[src/rtl/orion_reset_cfg_seq.sv]
// Front end for orion_pro_top: synchronises and debounces the DIP switches and reset button,
// sequences core reset release (settle -> hold -> run) and generates the CPU clock-enable strobe.
module orion_reset_cfg_seq #(
  parameter int unsigned DEBOUNCE_CYCLES   = 1024,
  parameter int unsigned RESET_HOLD_CYCLES = 64,
  parameter int unsigned DIV_NORMAL        = 8,
  parameter int unsigned DIV_TURBO         = 4,
  parameter logic        TURBO_CLK_10      = 1'b1,
  parameter int unsigned TURBO_SW_BIT      = 3,
  parameter logic [7:0]  RESET_MASK        = 8'hFF
) (
  input  logic       i_clk,
  input  logic       i_reset,
  input  logic [7:0] i_cfg_sw,
  input  logic       i_reset_btn,
  output logic [7:0] o_cfg_sw,
  output logic       o_reset_n,
  output logic       o_cpu_ce,
  output logic       o_cfg_changed,
  output logic       o_ready
);

  localparam int unsigned DBW     = (DEBOUNCE_CYCLES > 1) ? $clog2(DEBOUNCE_CYCLES) : 1;
  localparam int unsigned HW      = (RESET_HOLD_CYCLES > 1) ? $clog2(RESET_HOLD_CYCLES) : 1;
  localparam int unsigned DIV_MAX = (DIV_NORMAL > DIV_TURBO) ? DIV_NORMAL : DIV_TURBO;
  localparam int unsigned DCW     = (DIV_MAX > 1) ? $clog2(DIV_MAX) : 1;

  localparam logic [DBW-1:0] DB_LAST    = DBW'(DEBOUNCE_CYCLES - 1);
  localparam logic [HW-1:0]  HOLD_LAST  = HW'(RESET_HOLD_CYCLES - 1);
  localparam logic [DCW-1:0] DIV_N_LAST = DCW'(DIV_NORMAL - 1);
  localparam logic [DCW-1:0] DIV_T_LAST = DCW'(DIV_TURBO - 1);
  localparam logic [2:0]     TSB        = 3'(TURBO_SW_BIT);

  localparam logic [1:0] ST_SETTLE = 2'd0;
  localparam logic [1:0] ST_HOLD   = 2'd1;
  localparam logic [1:0] ST_RUN    = 2'd2;

  logic [7:0]     sw_meta;
  logic [7:0]     sw_sync;
  logic           btn_meta;
  logic           btn_sync;

  logic [7:0]     sw_cand;
  logic [DBW-1:0] sw_cnt;
  logic           sw_settled;

  logic           btn_cand;
  logic [DBW-1:0] btn_cnt;
  logic           btn_db;
  logic           btn_db_prev;

  logic [1:0]     state;
  logic [1:0]     state_nxt;
  logic [HW-1:0]  hold_cnt;
  logic [HW-1:0]  hold_nxt;

  logic [7:0]     cfg_q;
  logic           cfg_chg_q;
  logic           rst_n_q;

  logic           settle_load;
  logic           sw_accept;
  logic           cfg_trig;
  logic           press;
  logic           retrig;

  logic           run_div;
  logic           ce;
  logic [DCW-1:0] div_cnt;
  logic [DCW-1:0] div_last;

  function automatic logic [DCW-1:0] div_last_for(input logic [7:0] sw);
    if (TURBO_CLK_10 && sw[TSB]) begin
      return DIV_T_LAST;
    end
    return DIV_N_LAST;
  endfunction

  always_ff @(posedge i_clk) begin
    if (i_reset) begin
      sw_meta  <= '0;
      sw_sync  <= '0;
      btn_meta <= 1'b0;
      btn_sync <= 1'b0;
    end else begin
      sw_meta  <= i_cfg_sw;
      sw_sync  <= sw_meta;
      btn_meta <= i_reset_btn;
      btn_sync <= btn_meta;
    end
  end

  assign sw_settled = (sw_cnt == DB_LAST);

  // One counter covers the whole vector: any bit moving restarts the stability window.
  always_ff @(posedge i_clk) begin
    if (i_reset) begin
      sw_cand <= '0;
      sw_cnt  <= '0;
    end else if (sw_sync != sw_cand) begin
      sw_cand <= sw_sync;
      sw_cnt  <= '0;
    end else if (!sw_settled) begin
      sw_cnt  <= sw_cnt + 1'b1;
    end
  end

  always_ff @(posedge i_clk) begin
    if (i_reset) begin
      btn_cand    <= 1'b0;
      btn_cnt     <= '0;
      btn_db      <= 1'b0;
      btn_db_prev <= 1'b0;
    end else begin
      btn_db_prev <= btn_db;
      if (btn_cnt == DB_LAST) begin
        btn_db <= btn_cand;
      end
      if (btn_sync != btn_cand) begin
        btn_cand <= btn_sync;
        btn_cnt  <= '0;
      end else if (btn_cnt != DB_LAST) begin
        btn_cnt  <= btn_cnt + 1'b1;
      end
    end
  end

  assign settle_load = (state == ST_SETTLE) && sw_settled;
  assign sw_accept   = (state != ST_SETTLE) && sw_settled && (sw_cand != cfg_q);
  assign cfg_trig    = sw_accept && (((sw_cand ^ cfg_q) & RESET_MASK) != 8'h00);
  assign press       = btn_db && !btn_db_prev;
  assign retrig      = press || cfg_trig;

  always_comb begin
    state_nxt = state;
    hold_nxt  = hold_cnt;
    case (state)
      ST_SETTLE: begin
        if (sw_settled) begin
          state_nxt = ST_HOLD;
          hold_nxt  = '0;
        end
      end
      ST_HOLD: begin
        if (retrig) begin
          hold_nxt = '0;
        end else if (hold_cnt == HOLD_LAST) begin
          state_nxt = ST_RUN;
        end else begin
          hold_nxt = hold_cnt + 1'b1;
        end
      end
      ST_RUN: begin
        if (retrig) begin
          state_nxt = ST_HOLD;
          hold_nxt  = '0;
        end
      end
      default: begin
        state_nxt = ST_SETTLE;
        hold_nxt  = '0;
      end
    endcase
  end

  always_ff @(posedge i_clk) begin
    if (i_reset) begin
      state    <= ST_SETTLE;
      hold_cnt <= '0;
      rst_n_q  <= 1'b0;
    end else begin
      state    <= state_nxt;
      hold_cnt <= hold_nxt;
      rst_n_q  <= (state_nxt == ST_RUN);
    end
  end

  // The first accepted vector after reset is loaded silently; later ones pulse o_cfg_changed.
  always_ff @(posedge i_clk) begin
    if (i_reset) begin
      cfg_q     <= '0;
      cfg_chg_q <= 1'b0;
    end else begin
      cfg_chg_q <= sw_accept;
      if (settle_load || sw_accept) begin
        cfg_q <= sw_cand;
      end
    end
  end

  assign run_div = (state != ST_SETTLE);
  assign ce      = run_div && (div_cnt == div_last);

  // The period is re-selected only at wrap so a mode change never truncates a period; while
  // settling it tracks the candidate so the first period already matches the loaded vector.
  always_ff @(posedge i_clk) begin
    if (i_reset) begin
      div_cnt  <= '0;
      div_last <= DIV_N_LAST;
    end else if (!run_div) begin
      div_cnt  <= '0;
      div_last <= div_last_for(sw_cand);
    end else if (ce) begin
      div_cnt  <= '0;
      div_last <= div_last_for(cfg_q);
    end else begin
      div_cnt  <= div_cnt + 1'b1;
    end
  end

  assign o_cfg_sw      = cfg_q;
  assign o_cfg_changed = cfg_chg_q;
  assign o_reset_n     = rst_n_q;
  assign o_ready       = rst_n_q;
  assign o_cpu_ce      = ce;

endmodule

[config.mk]
export PLATFORM = sky130hd
export DESIGN_NAME = orion_reset_cfg_seq
export DESIGN_NICKNAME = d
export VERILOG_FILES = /design/src/rtl/orion_reset_cfg_seq.sv
export SDC_FILE = /design/constraint.sdc
export NUM_CORES = 1
export LEC_CHECK = 0
export CORE_MARGIN = 2
export CORE_UTILIZATION = 50
export DETAILED_ROUTE_END_ITERATION = 12
export GPL_TIMING_DRIVEN = 0
export PLACE_DENSITY = 0.78
export REMOVE_ABC_BUFFERS = 1
export SLEW_MARGIN = 20
export SYNTH_ARGS = -nofsm -noshare
export SYNTH_HDL_FRONTEND = slang
export SYNTH_SLANG_ARGS = --single-unit
[constraint.sdc]
create_clock -name i_clk -period 2.6 [get_ports i_clk]
set_clock_uncertainty 0.15 [all_clocks]
set_input_delay 0.39 -clock i_clk [delete_from_list [all_inputs] [get_ports i_clk]]
set_output_delay 0.39 -clock i_clk [all_outputs]
set_load 0.02 [all_outputs]
==> results.py, run 1 <==
metrics = {
    "synth": {
        "post-synth-top-area-fraction": 0.502,
        "synth_top_cells_by_count": "71 x sky130_fd_sc_hd__dfxtp_1, 38 x sky130_fd_sc_hd__nor2_1, 30 x sky130_fd_sc_hd__nor2b_1",
        "post-synth-top-area-cell": "sky130_fd_sc_hd__dfxtp_1",
        "synthesis.area_mm2": 0.00283,
        "synthesis.area_per_instance_um2": 9.74,
        "synth_enable_flop_cells": 0,
        "synth_most_common_cell": "sky130_fd_sc_hd__dfxtp_1",
        "flop_and_latch_count_out_of_synthesis": 71,
        "synth_sequential_area_ratio": 0.502,
        "ys_warn_count": 0,
        "synth_async_sr_flop_share": 0,
        "synth_top_flop_cell": "sky130_fd_sc_hd__dfxtp_1",
        "number_of_different_library_cells_in_the_post_synthesis_netlist": 39,
        "synth_cells": 291,
        "post_synth_main_area_contributors": "sky130_fd_sc_hd__dfxtp_1 50%, sky130_fd_sc_hd__nor2b_1 6.6%, sky130_fd_sc_hd__xnor2_1 6.5%",
    },
    "routing": {
        "drc_errors": 0,
        "avgRoutedWirePerCell_um": 12.2,
        "dr.first_iter.drc_count": 59,
        "vias_per_cell": 5.14,
        "first_pass_iters": 4,
        "detailroute.via_count": 2025,
        "detail-route-antenna-nets": 0,
        "routed_wl_mm": 4.80,
    },
    "timing": {
        "finalSetupViolations": 0,
        "timing_worst_slew_pin_value_ps": 534,
        "timing.slew.headroom": 0.643,
        "aggregate_negative_setup_slack_ps": 0,
        "post-route-worst-setup-slack_ps": 252,
        "grt_setup_unrepaired": "false",
        "final_critical_delay_including_setup_and_external_delays_ps": 2350,
        "finalMaxSlewViolations": 0,
        "layout_worst_path_cycle_share": 0.903,
        "final_number_of_hold_violating_endpoints": 0,
        "maxClockFrequency_mhz": 426,
    },
    "finish": {
        "num_antenna_cells": 0,
        "final.fill_count": 476,
        "num-nets-final": 332,
        "finalCoreUtilization": 0.608,
        "fraction_of_layout_cells_with_a_size_suffix_above_1": 0.0994,
        "design_area_mm2": 0.00335,
        "layoutNonFillerInstCount": 394,
        "layout-area-overhead-vs-synth_pct": 18.1,
    },
    "job": {
        "timing.max_cap.violations": 0,
    },
    "clock_tree": {
        "cts-hold-fix-buffers": 0,
        "post_cts_resized": 0,
        "clock-root-buffer": "sky130_fd_sc_hd__clkbuf_8",
        "numCtsBuffers": 9,
        "clock_tree.htree_level_count": 3,
        "cts_post_setup_buffers_inserted": 0,
        "numClockSinks": 71,
        "insertion_delay_ps": 350,
        "tritoncts": "built",
        "clk_pin_slew_worst_setup_hold_paths_ps": 80,
        "clk_path_buf_depth": 2,
    },
    "setup_path": {
        "crit_chain": "nor2_1, nor2_1, clkdlybuf4s50_1",
        "worstPathArrival_ps": 1810,
        "worstPathMaxFanout": 9,
        "critPathLaunchType": "register",
        "worst_setup_path_end_kind": "primary output",
        "critical_path_class": "register to primary output",
        "required_ps": 2060,
        "cpMaxStageDelayCell": "sky130_fd_sc_hd__clkdlybuf4s50_1",
        "critPathMostFrequentCell": "sky130_fd_sc_hd__nor2_1",
        "max_stage_delay_ps": 550,
    },
    "global_routing": {
        "grt_util_met2": 0.276,
        "grtUsageTotal": 0.172,
        "met3_usage": 0.0682,
        "grt_remaining_overflow": 0,
        "wire_length_of_the_first_global_routing_pass_mm": 8.30,
        "grt_antenna_before_repair": 0,
        "met1_usage": 0.201,
        "global_route.peak_usage_layer": "met2",
        "via_count_of_the_first_global_routing_pass": 1922,
        "grt_max_degree": 37,
    },
    "floorplan": {
        "rows": 27,
        "die-width_um": 79.3,
        "effective_utilization_at_floorplan": 0.515,
        "die_area_mm2": 0.00629,
        "core-area_mm2": 0.00551,
        "die_h_um": 79.3,
        "number_of_ports_placed_on_the_die_boundary": 23,
    },
    "power": {
        "p_per_area_mw_per_mm2": 657,
        "total_leakage_power_nw": 1.18,
        "max-vdd-ir-drop_mv": 0.438,
    },
    "status": {
        "status": "complete, no violations",
    },
    "placement": {
        "dpl_worst_slack_ps": 390,
        "detailedPlacementHpwl_mm": 3.26,
        "placed_cell_area_mm2": 0.00312,
        "place_congestion": 0.783,
        "io_buffer_count": 22,
        "post-place-cells": 378,
    },
    "hold_path": {
        "hold_class": "input pin to register",
    },
}
per-layer routing:
| metal | wire (µm) | part of all wire |
|---|---|---|
| met1 | 2220 | 0.46 |
| met2 | 2290 | 0.48 |
| met3 | 215 | 0.045 |
| met4 | 81 | 0.017 |
| met5 | 0 | 0 |
cell usage in the layout, fill, tap and decap left out, types with 2 or more instances in the layout:
cell / instances
sky130_fd_sc_hd__dfxtp_1: 71
sky130_fd_sc_hd__bufinv_16: 2
sky130_fd_sc_hd__mux2i_1: 12
sky130_fd_sc_hd__inv_6: 2
sky130_fd_sc_hd__a211oi_1: 3
sky130_fd_sc_hd__and4_4: 2
sky130_fd_sc_hd__nand3_1: 13
sky130_fd_sc_hd__a21oi_2: 5
sky130_fd_sc_hd__nand4_1: 7
sky130_fd_sc_hd__clkbuf_8: 10
sky130_fd_sc_hd__nor2b_1: 30
sky130_fd_sc_hd__inv_1: 2
sky130_fd_sc_hd__nand2_1: 16
sky130_fd_sc_hd__or3_1: 3
sky130_fd_sc_hd__xnor2_1: 21
sky130_fd_sc_hd__a31oi_1: 2
sky130_fd_sc_hd__and3_1: 4
sky130_fd_sc_hd__xor2_1: 9
sky130_fd_sc_hd__clkdlybuf4s50_1: 21
sky130_fd_sc_hd__nor2_1: 38
sky130_fd_sc_hd__nor3_1: 9
sky130_fd_sc_hd__nand2b_1: 4
sky130_fd_sc_hd__o21ai_0: 7
sky130_fd_sc_hd__ha_1: 4
sky130_fd_sc_hd__nor4_1: 3
sky130_fd_sc_hd__a21oi_1: 4
per-stage QoR:
step           total power [W]  hold slack (ps)
2_1_floorplan          0.00119              246
3_3_place_gp           0.00123              254
3_5_place_dp           0.00123              259
4_1_cts                0.00222              211
5_1_grt                0.00227              225
6_report               0.00220              225
cell type report:
class / instances / area [µm²] / share of cell area
clock buffer: 10 / 138 / 0.0411
clock inverter: 6 / 90.1 / 0.0269
inverter: 2 / 7.51 / 0.00224
multi-input combinational: 210 / 1360 / 0.408
sequential: 71 / 1420 / 0.425
tap: 72 / 90.1 / 0.0269
timing repair buffer: 23 / 235 / 0.0703
logic make-up after synthesis:
logic type,synth area share
simple gates,0.258
flops,0.502
xor+xnor,0.0927
compound gates,0.0671
mux,0.0424
buf+inv,0.0172
fa+ha+maj,0.0212
worst max-delay path: cells and delay by family (launching register included):
| family | cells | cell delay [ps] |
|---|---|---|
| buf+inv | 1 | 550 |
| simple gates | 2 | 550 |
| flops | 1 | 360 |
flip-flops by register name, indices dropped and copies added, names as in the netlist:
register,flops
btn_sync,1
btn_cnt,10
o_ready,1
o_cfg_sw,8
hold_cnt,6
div_last,1
state,2
div_cnt,3
sw_meta,8
sw_cand,8
btn_cand,1
btn_db_prev,1
btn_meta,1
btn_db,1
sw_sync,8
sw_cnt,10
o_cfg_changed,1
final timing paths:
kind	slack (ps)	depth (start not counted)	from	to
max	250	3	state[1]$_SDFF_PP0_	o_cpu_ce
min	230	2	i_reset	o_cfg_sw[3]$_SDFFE_PP0P_
max reg2reg	380	7	sw_cnt[1]$_SDFFE_PP0P_	hold_cnt[5]$_SDFFE_PP0P_
min reg2reg	270	1	div_cnt[0]$_SDFF_PP0_	div_cnt[0]$_SDFF_PP0_
power breakdown:
part | internal (W) | leakage, nW | switching, W | total, W
combinational | 0.0000433 | 0.492 | 0.0000387 | 0.0000820
clock | 0.000571 | 0.113 | 0.000419 | 0.000990
sequential | 0.00111 | 0.577 | 0.0000161 | 0.00113
(Power assumes the default switching activity.)
==> run 2, diff against run 1 <==
- CORE_UTILIZATION: 50 -> 30
- PLACE_DENSITY: 0.78 -> 0.55
==> run 2 against run 1 <==
Effect of this change: count of clock-buffer cells in the layout unchanged; via count is 3.7% lower; non-clock buffer count is the same; combinational power decreased by 3.0%; clock power rose by 11%; largest power group unchanged; first-iteration DRC count increased by 27%; global-route usage is 6.7 points lower; final cell count up 9.9%; sequential share of layout area decreased by 0.93 points.
==> results.py, run 2 (synthesis gave the netlist of run 1 again) <==
metrics = {
    "clock_tree": {
        "tritoncts": "built",
        "cts_post_setup_buffers_inserted": 0,
        "numClockSinks": 71,
        "cts-hold-fix-buffers": 0,
        "clock-root-buffer": "sky130_fd_sc_hd__clkbuf_8",
        "clock_tree.htree_level_count": 3,
        "clk_pin_slew_worst_setup_hold_paths_ps": 80,
        "post_cts_resized": 0,
        "clk_path_buf_depth": 2,
        "insertion_delay_ps": 340,
        "numCtsBuffers": 9,
    },
    "timing": {
        "timing_worst_slew_pin_value_ps": 567,
        "finalMaxSlewViolations": 0,
        "timing.slew.headroom": 0.621,
        "post-route-worst-setup-slack_ps": 212,
        "final_number_of_hold_violating_endpoints": 0,
        "final_critical_delay_including_setup_and_external_delays_ps": 2390,
        "grt_setup_unrepaired": "false",
        "finalSetupViolations": 0,
        "layout_worst_path_cycle_share": 0.918,
        "maxClockFrequency_mhz": 419,
    },
    "routing": {
        "dr.first_iter.drc_count": 75,
        "detail-route-antenna-nets": 0,
        "detailroute.via_count": 1950,
        "routed_wl_mm": 4.56,
        "first_pass_iters": 4,
        "vias_per_cell": 4.50,
        "drc_errors": 0,
        "avgRoutedWirePerCell_um": 10.5,
    },
    "placement": {
        "dpl_worst_slack_ps": 359,
        "post-place-cells": 417,
        "placed_cell_area_mm2": 0.00317,
        "place_congestion": 0.715,
        "detailedPlacementHpwl_mm": 3.13,
        "io_buffer_count": 22,
    },
    "setup_path": {
        "worstPathArrival_ps": 1850,
        "r2r-end": "hold_cnt[5]$_SDFFE_PP0P_",
        "critPathLaunchType": "register",
        "worstReg2RegStart": "sw_cnt[0]$_SDFFE_PP0P_",
        "ff2ff_setup_slack_ps": 340,
        "worst_setup_path_end_kind": "primary output",
        "worst_r2r_path_depth": 7,
        "required_ps": 2060,
        "worstPathMaxFanout": 9,
        "critical_path_class": "register to primary output",
    },
    "hold_path": {
        "whs_endpoint": "sw_meta[5]$_SDFF_PP0_",
        "min-delay-start": "i_reset",
        "hold_class": "input pin to register",
        "hold-path-cell-count": 2,
    },
    "floorplan": {
        "rows": 35,
        "effective_utilization_at_floorplan": 0.308,
        "die_area_mm2": 0.0102,
        "die-width_um": 101,
        "number_of_ports_placed_on_the_die_boundary": 23,
        "core-area_mm2": 0.00920,
        "die_h_um": 101,
    },
    "power": {
        "combPwrFrac": 0.035,
        "cell_internal_pwr_w": 0.00182,
        "max-vdd-ir-drop_mv": 0.337,
        "seq_power_share": 0.489,
        "total_leakage_power_nw": 1.20,
        "switching_share": 0.208,
        "total_switching_power_w": 0.000478,
        "p_per_area_mw_per_mm2": 672,
        "power_frac_clock": 0.477,
    },
    "global_routing": {
        "grt_remaining_overflow": 0,
        "grt_max_degree": 42,
        "wire_length_of_the_first_global_routing_pass_mm": 8.34,
        "grtUsageTotal": 0.104,
        "via_count_of_the_first_global_routing_pass": 1832,
        "grt_antenna_before_repair": 0,
    },
    "finish": {
        "num_antenna_cells": 0,
        "layoutNonFillerInstCount": 433,
        "layout-area-overhead-vs-synth_pct": 20.7,
        "layout.cells.most_common_list": "71 x sky130_fd_sc_hd__dfxtp_1, 38 x sky130_fd_sc_hd__nor2_1, 30 x sky130_fd_sc_hd__nor2b_1",
        "final.fill_count": 924,
        "fraction_of_layout_cells_with_a_size_suffix_above_1": 0.0994,
        "layout.cells.most_common": "sky130_fd_sc_hd__dfxtp_1",
        "design_area_mm2": 0.00342,
        "reg.largest.list": "btn_cnt x10, sw_cnt x10",
        "num-nets-final": 332,
    },
    "job": {
        "timing.max_cap.violations": 0,
    },
    "status": {
        "status": "complete, no violations",
    },
}
run 2: cell count changes in the layout (fill, tap and decap cells not counted), sizes merged:
cell      before  now
inv            4    3
clkinvlp       1    0
bufinv         2    3
clkinv         1    2
run 2: metal layers:
metal	vias up	wire length, µm	track usage	part of all wire
met4	0	56	0.0561	0.012
met5	-	0	0	0
met3	4	207	0.0400	0.045
li1	1035	-	-	-
met1	883	2360	0.131	0.52
met2	28	1940	0.155	0.43
run 2: worst max-delay path by stage:
stage                               end  slack [ps]              startpoint  cells past startpoint
6_report                       o_cpu_ce         210     state[1]$_SDFF_PP0_                      3
2_1_floorplan  hold_cnt[3]$_SDFFE_PP0P_         560  sw_cnt[0]$_SDFFE_PP0P_                      7
5_1_grt                        o_cpu_ce          40     state[1]$_SDFF_PP0_                      3
3_5_place_dp   hold_cnt[3]$_SDFFE_PP0P_         360  sw_cnt[0]$_SDFFE_PP0P_                      7
3_3_place_gp     sw_cnt[4]$_SDFFE_PP0P_        -620                 i_reset                      4
4_1_cts                        o_cpu_ce         150     state[1]$_SDFF_PP0_                      3
run 2: power groups by stage:
stage          Combinational (W)  Sequential, W  Clock, W
3_5_place_dp           0.0000815        0.00115         0
2_1_floorplan          0.0000458        0.00115         0
4_1_cts                0.0000818        0.00112   0.00113
6_report               0.0000795        0.00112   0.00110
3_3_place_gp           0.0000786        0.00115         0
5_1_grt                0.0000911        0.00113   0.00118
run 2: worst max-delay path: stages (launching register included):
cell and delay, ps:
sky130_fd_sc_hd__dfxtp_1 360, sky130_fd_sc_hd__nor2_1 470, sky130_fd_sc_hd__nor2_1 120, sky130_fd_sc_hd__clkdlybuf4s50_1 560
run 2: cell type report:
cell class | instances | area, µm² | area share
Sequential cell | 71 | 1420 | 0.416
Multi-Input combinational cell | 210 | 1360 | 0.399
Timing Repair Buffer | 23 | 235 | 0.0688
Tap cell | 111 | 139 | 0.0406
Clock buffer | 10 | 138 | 0.0402
Clock inverter | 6 | 116 | 0.0340
Inverter | 2 | 7.51 | 0.00219
run 2: per-stage QoR:
stage	hold slack (ps)	total power, W	utilization	TNS, ps
6_report	179	0.00230	0.372	0
5_1_grt	171	0.00240	0.372	0
3_3_place_gp	259	0.00123	0.343	-10140
3_5_place_dp	267	0.00123	0.344	0
4_1_cts	154	0.00234	0.372	0
2_1_floorplan	246	0.00119	-	0
==> run 3, diff against run 2 <==
- CORE_UTILIZATION: 30 -> 25
- GPL_ROUTABILITY_DRIVEN: default -> 0
- PLACE_DENSITY: 0.55 -> 0.49
==> run 3 against run 2 <==
Effect of this change: sequential power about the same; routed wire length up 5.4%; highest routed layer unchanged; count of clock-buffer cells in the layout increased by 1; non-clock buffer count unchanged; flip-flop and latch count unchanged; largest cell class unchanged; first-iteration DRC count is 43% higher.
==> results.py, run 3 (synthesis gave the netlist of run 1 again) <==
metrics = {
    "finish": {
        "layout-area-overhead-vs-synth_pct": 24.1,
        "layout.cells.most_common": "sky130_fd_sc_hd__dfxtp_1",
        "num_antenna_cells": 0,
        "layoutNonFillerInstCount": 462,
        "finalCoreUtilization": 0.322,
        "layout.cells.most_common_list": "71 x sky130_fd_sc_hd__dfxtp_1, 38 x sky130_fd_sc_hd__nor2_1, 30 x sky130_fd_sc_hd__nor2b_1",
        "num-nets-final": 332,
        "fraction_of_layout_cells_with_a_size_suffix_above_1": 0.0932,
        "reg.largest.list": "btn_cnt x10, sw_cnt x10",
    },
    "timing": {
        "final_number_of_hold_violating_endpoints": 0,
        "timing.hold.ws_ps": 202,
        "finalSetupViolations": 0,
        "grt_setup_unrepaired": "false",
        "timing.slew.headroom": 0.624,
        "finalMaxSlewViolations": 0,
        "layout_worst_path_cycle_share": 0.928,
        "timing_worst_slew_pin_value_ps": 562,
        "maxClockFrequency_mhz": 414,
        "final_critical_delay_including_setup_and_external_delays_ps": 2410,
    },
    "global_routing": {
        "via_count_of_the_first_global_routing_pass": 1838,
        "grt_remaining_overflow": 0,
        "grtUsageTotal": 0.0838,
        "grt_antenna_before_repair": 0,
        "grt_max_degree": 42,
        "wire_length_of_the_first_global_routing_pass_mm": 8.30,
    },
    "clock_tree": {
        "insertion_delay_ps": 320,
        "clk_path_buf_depth": 2,
        "clock_tree.htree_level_count": 3,
        "numCtsBuffers": 9,
        "tritoncts": "built",
        "post_cts_resized": 0,
        "clk_pin_slew_worst_setup_hold_paths_ps": 60,
        "cts_post_setup_buffers_inserted": 0,
        "clock-root-buffer": "sky130_fd_sc_hd__clkbuf_16",
        "numClockSinks": 71,
        "cts-hold-fix-buffers": 0,
    },
    "floorplan": {
        "die-width_um": 110,
        "core-area_mm2": 0.0109,
        "rows": 38,
        "die_h_um": 110,
        "die_area_mm2": 0.0122,
        "number_of_ports_placed_on_the_die_boundary": 23,
        "effective_utilization_at_floorplan": 0.259,
    },
    "setup_path": {
        "worstPathMaxFanout": 9,
        "cpMaxStageDelayCell": "sky130_fd_sc_hd__clkdlybuf4s50_1",
        "critPathLaunchType": "register",
        "critPathMostFrequentCell": "sky130_fd_sc_hd__nor2_1",
        "critical_path_class": "register to primary output",
        "crit_chain": "nor2_1, nor2_1, clkdlybuf4s50_1",
        "ff2ff_setup_slack_ps": 370,
        "max_stage_delay_ps": 580,
        "required_ps": 2060,
        "worst_r2r_path_depth": 7,
        "worstReg2RegStart": "sw_cnt[0]$_SDFFE_PP0P_",
        "r2r-end": "hold_cnt[5]$_SDFFE_PP0P_",
        "cp_num_buf_inv": 1,
        "critical-path-top-delay-family": "simple AND/OR/NAND/NOR gates",
        "worstPathArrival_ps": 1870,
        "worst_setup_path_end_kind": "primary output",
    },
    "power": {
        "max-vdd-ir-drop_mv": 0.339,
        "total_leakage_power_nw": 1.22,
        "p_per_area_mw_per_mm2": 708,
    },
    "routing": {
        "vias_per_cell": 4.19,
        "dr.first_iter.drc_count": 107,
        "drc_errors": 0,
        "routed_wl_mm": 4.81,
        "detailroute.via_count": 1935,
        "avgRoutedWirePerCell_um": 10.4,
        "detail-route-antenna-nets": 0,
        "first_pass_iters": 4,
    },
    "job": {
        "timing.max_cap.violations": 0,
    },
    "hold_path": {
        "whs_endpoint": "sw_meta[5]$_SDFF_PP0_",
        "min-delay-start": "i_reset",
        "hold-path-cell-count": 2,
        "hold_class": "input pin to register",
    },
    "placement": {
        "io_buffer_count": 22,
        "detailedPlacementHpwl_mm": 3.23,
        "post-place-cells": 446,
    },
    "status": {
        "status": "complete, no violations",
    },
}
run 3: cell types whose count changed in the layout (fill, tap and decap cells not counted):
cell,before,now
sky130_fd_sc_hd__clkbuf_16,0,9
sky130_fd_sc_hd__inv_6,1,0
sky130_fd_sc_hd__clkinv_2,0,1
sky130_fd_sc_hd__clkbuf_1,0,2
sky130_fd_sc_hd__clkbuf_8,10,0
sky130_fd_sc_hd__bufinv_16,3,2
run 3: metal layers:
| layer | vias to the layer above | part of all wire | GRT usage |
|---|---|---|---|
| li1 | 1040 | - | - |
| met1 | 858 | 0.52 | 0.107 |
| met2 | 28 | 0.41 | 0.122 |
| met3 | 9 | 0.039 | 0.0258 |
| met4 | 0 | 0.025 | 0.0525 |
| met5 | - | 0 | 0 |
run 3: how the worst max path moves through the flow:
stage / to / cells past startpoint / startpoint
2_1_floorplan: hold_cnt[3]$_SDFFE_PP0P_ / 7 / sw_cnt[0]$_SDFFE_PP0P_
3_3_place_gp: sw_cnt[4]$_SDFFE_PP0P_ / 4 / i_reset
3_5_place_dp: hold_cnt[5]$_SDFFE_PP0P_ / 7 / sw_cnt[0]$_SDFFE_PP0P_
4_1_cts: o_cpu_ce / 3 / state[1]$_SDFF_PP0_
5_1_grt: o_cpu_ce / 3 / state[1]$_SDFF_PP0_
6_report: o_cpu_ce / 3 / state[1]$_SDFF_PP0_
run 3: layout make-up:
type,count,area [µm²]
Fill cell,1120,7420
Clock buffer,11,233
Tap cell,140,175
Inverter,2,7.51
Clock inverter,5,82.6
Sequential cell,71,1420
Multi-Input combinational cell,210,1360
Timing Repair Buffer,23,235
run 3: through the flow:
step / total power [W] / TNS [ps] / area, µm² / worst slack [ps]
floorplan: 0.00119 / 0 / 2790 / 561
global placement: 0.00123 / -11300 / 3190 / -661
detailed placement: 0.00123 / 0 / 3200 / 382
CTS: 0.00254 / 0 / 3520 / 155
global route: 0.00259 / 0 / 3520 / 48.5
finish: 0.00249 / 0 / 3520 / 186
run 3: power by group:
part / total, W / internal (W) / switching [W]
clock network: 0.00128 / 0.000841 / 0.000443
registers: 0.00113 / 0.00111 / 0.0000145
logic: 0.0000808 / 0.0000430 / 0.0000378
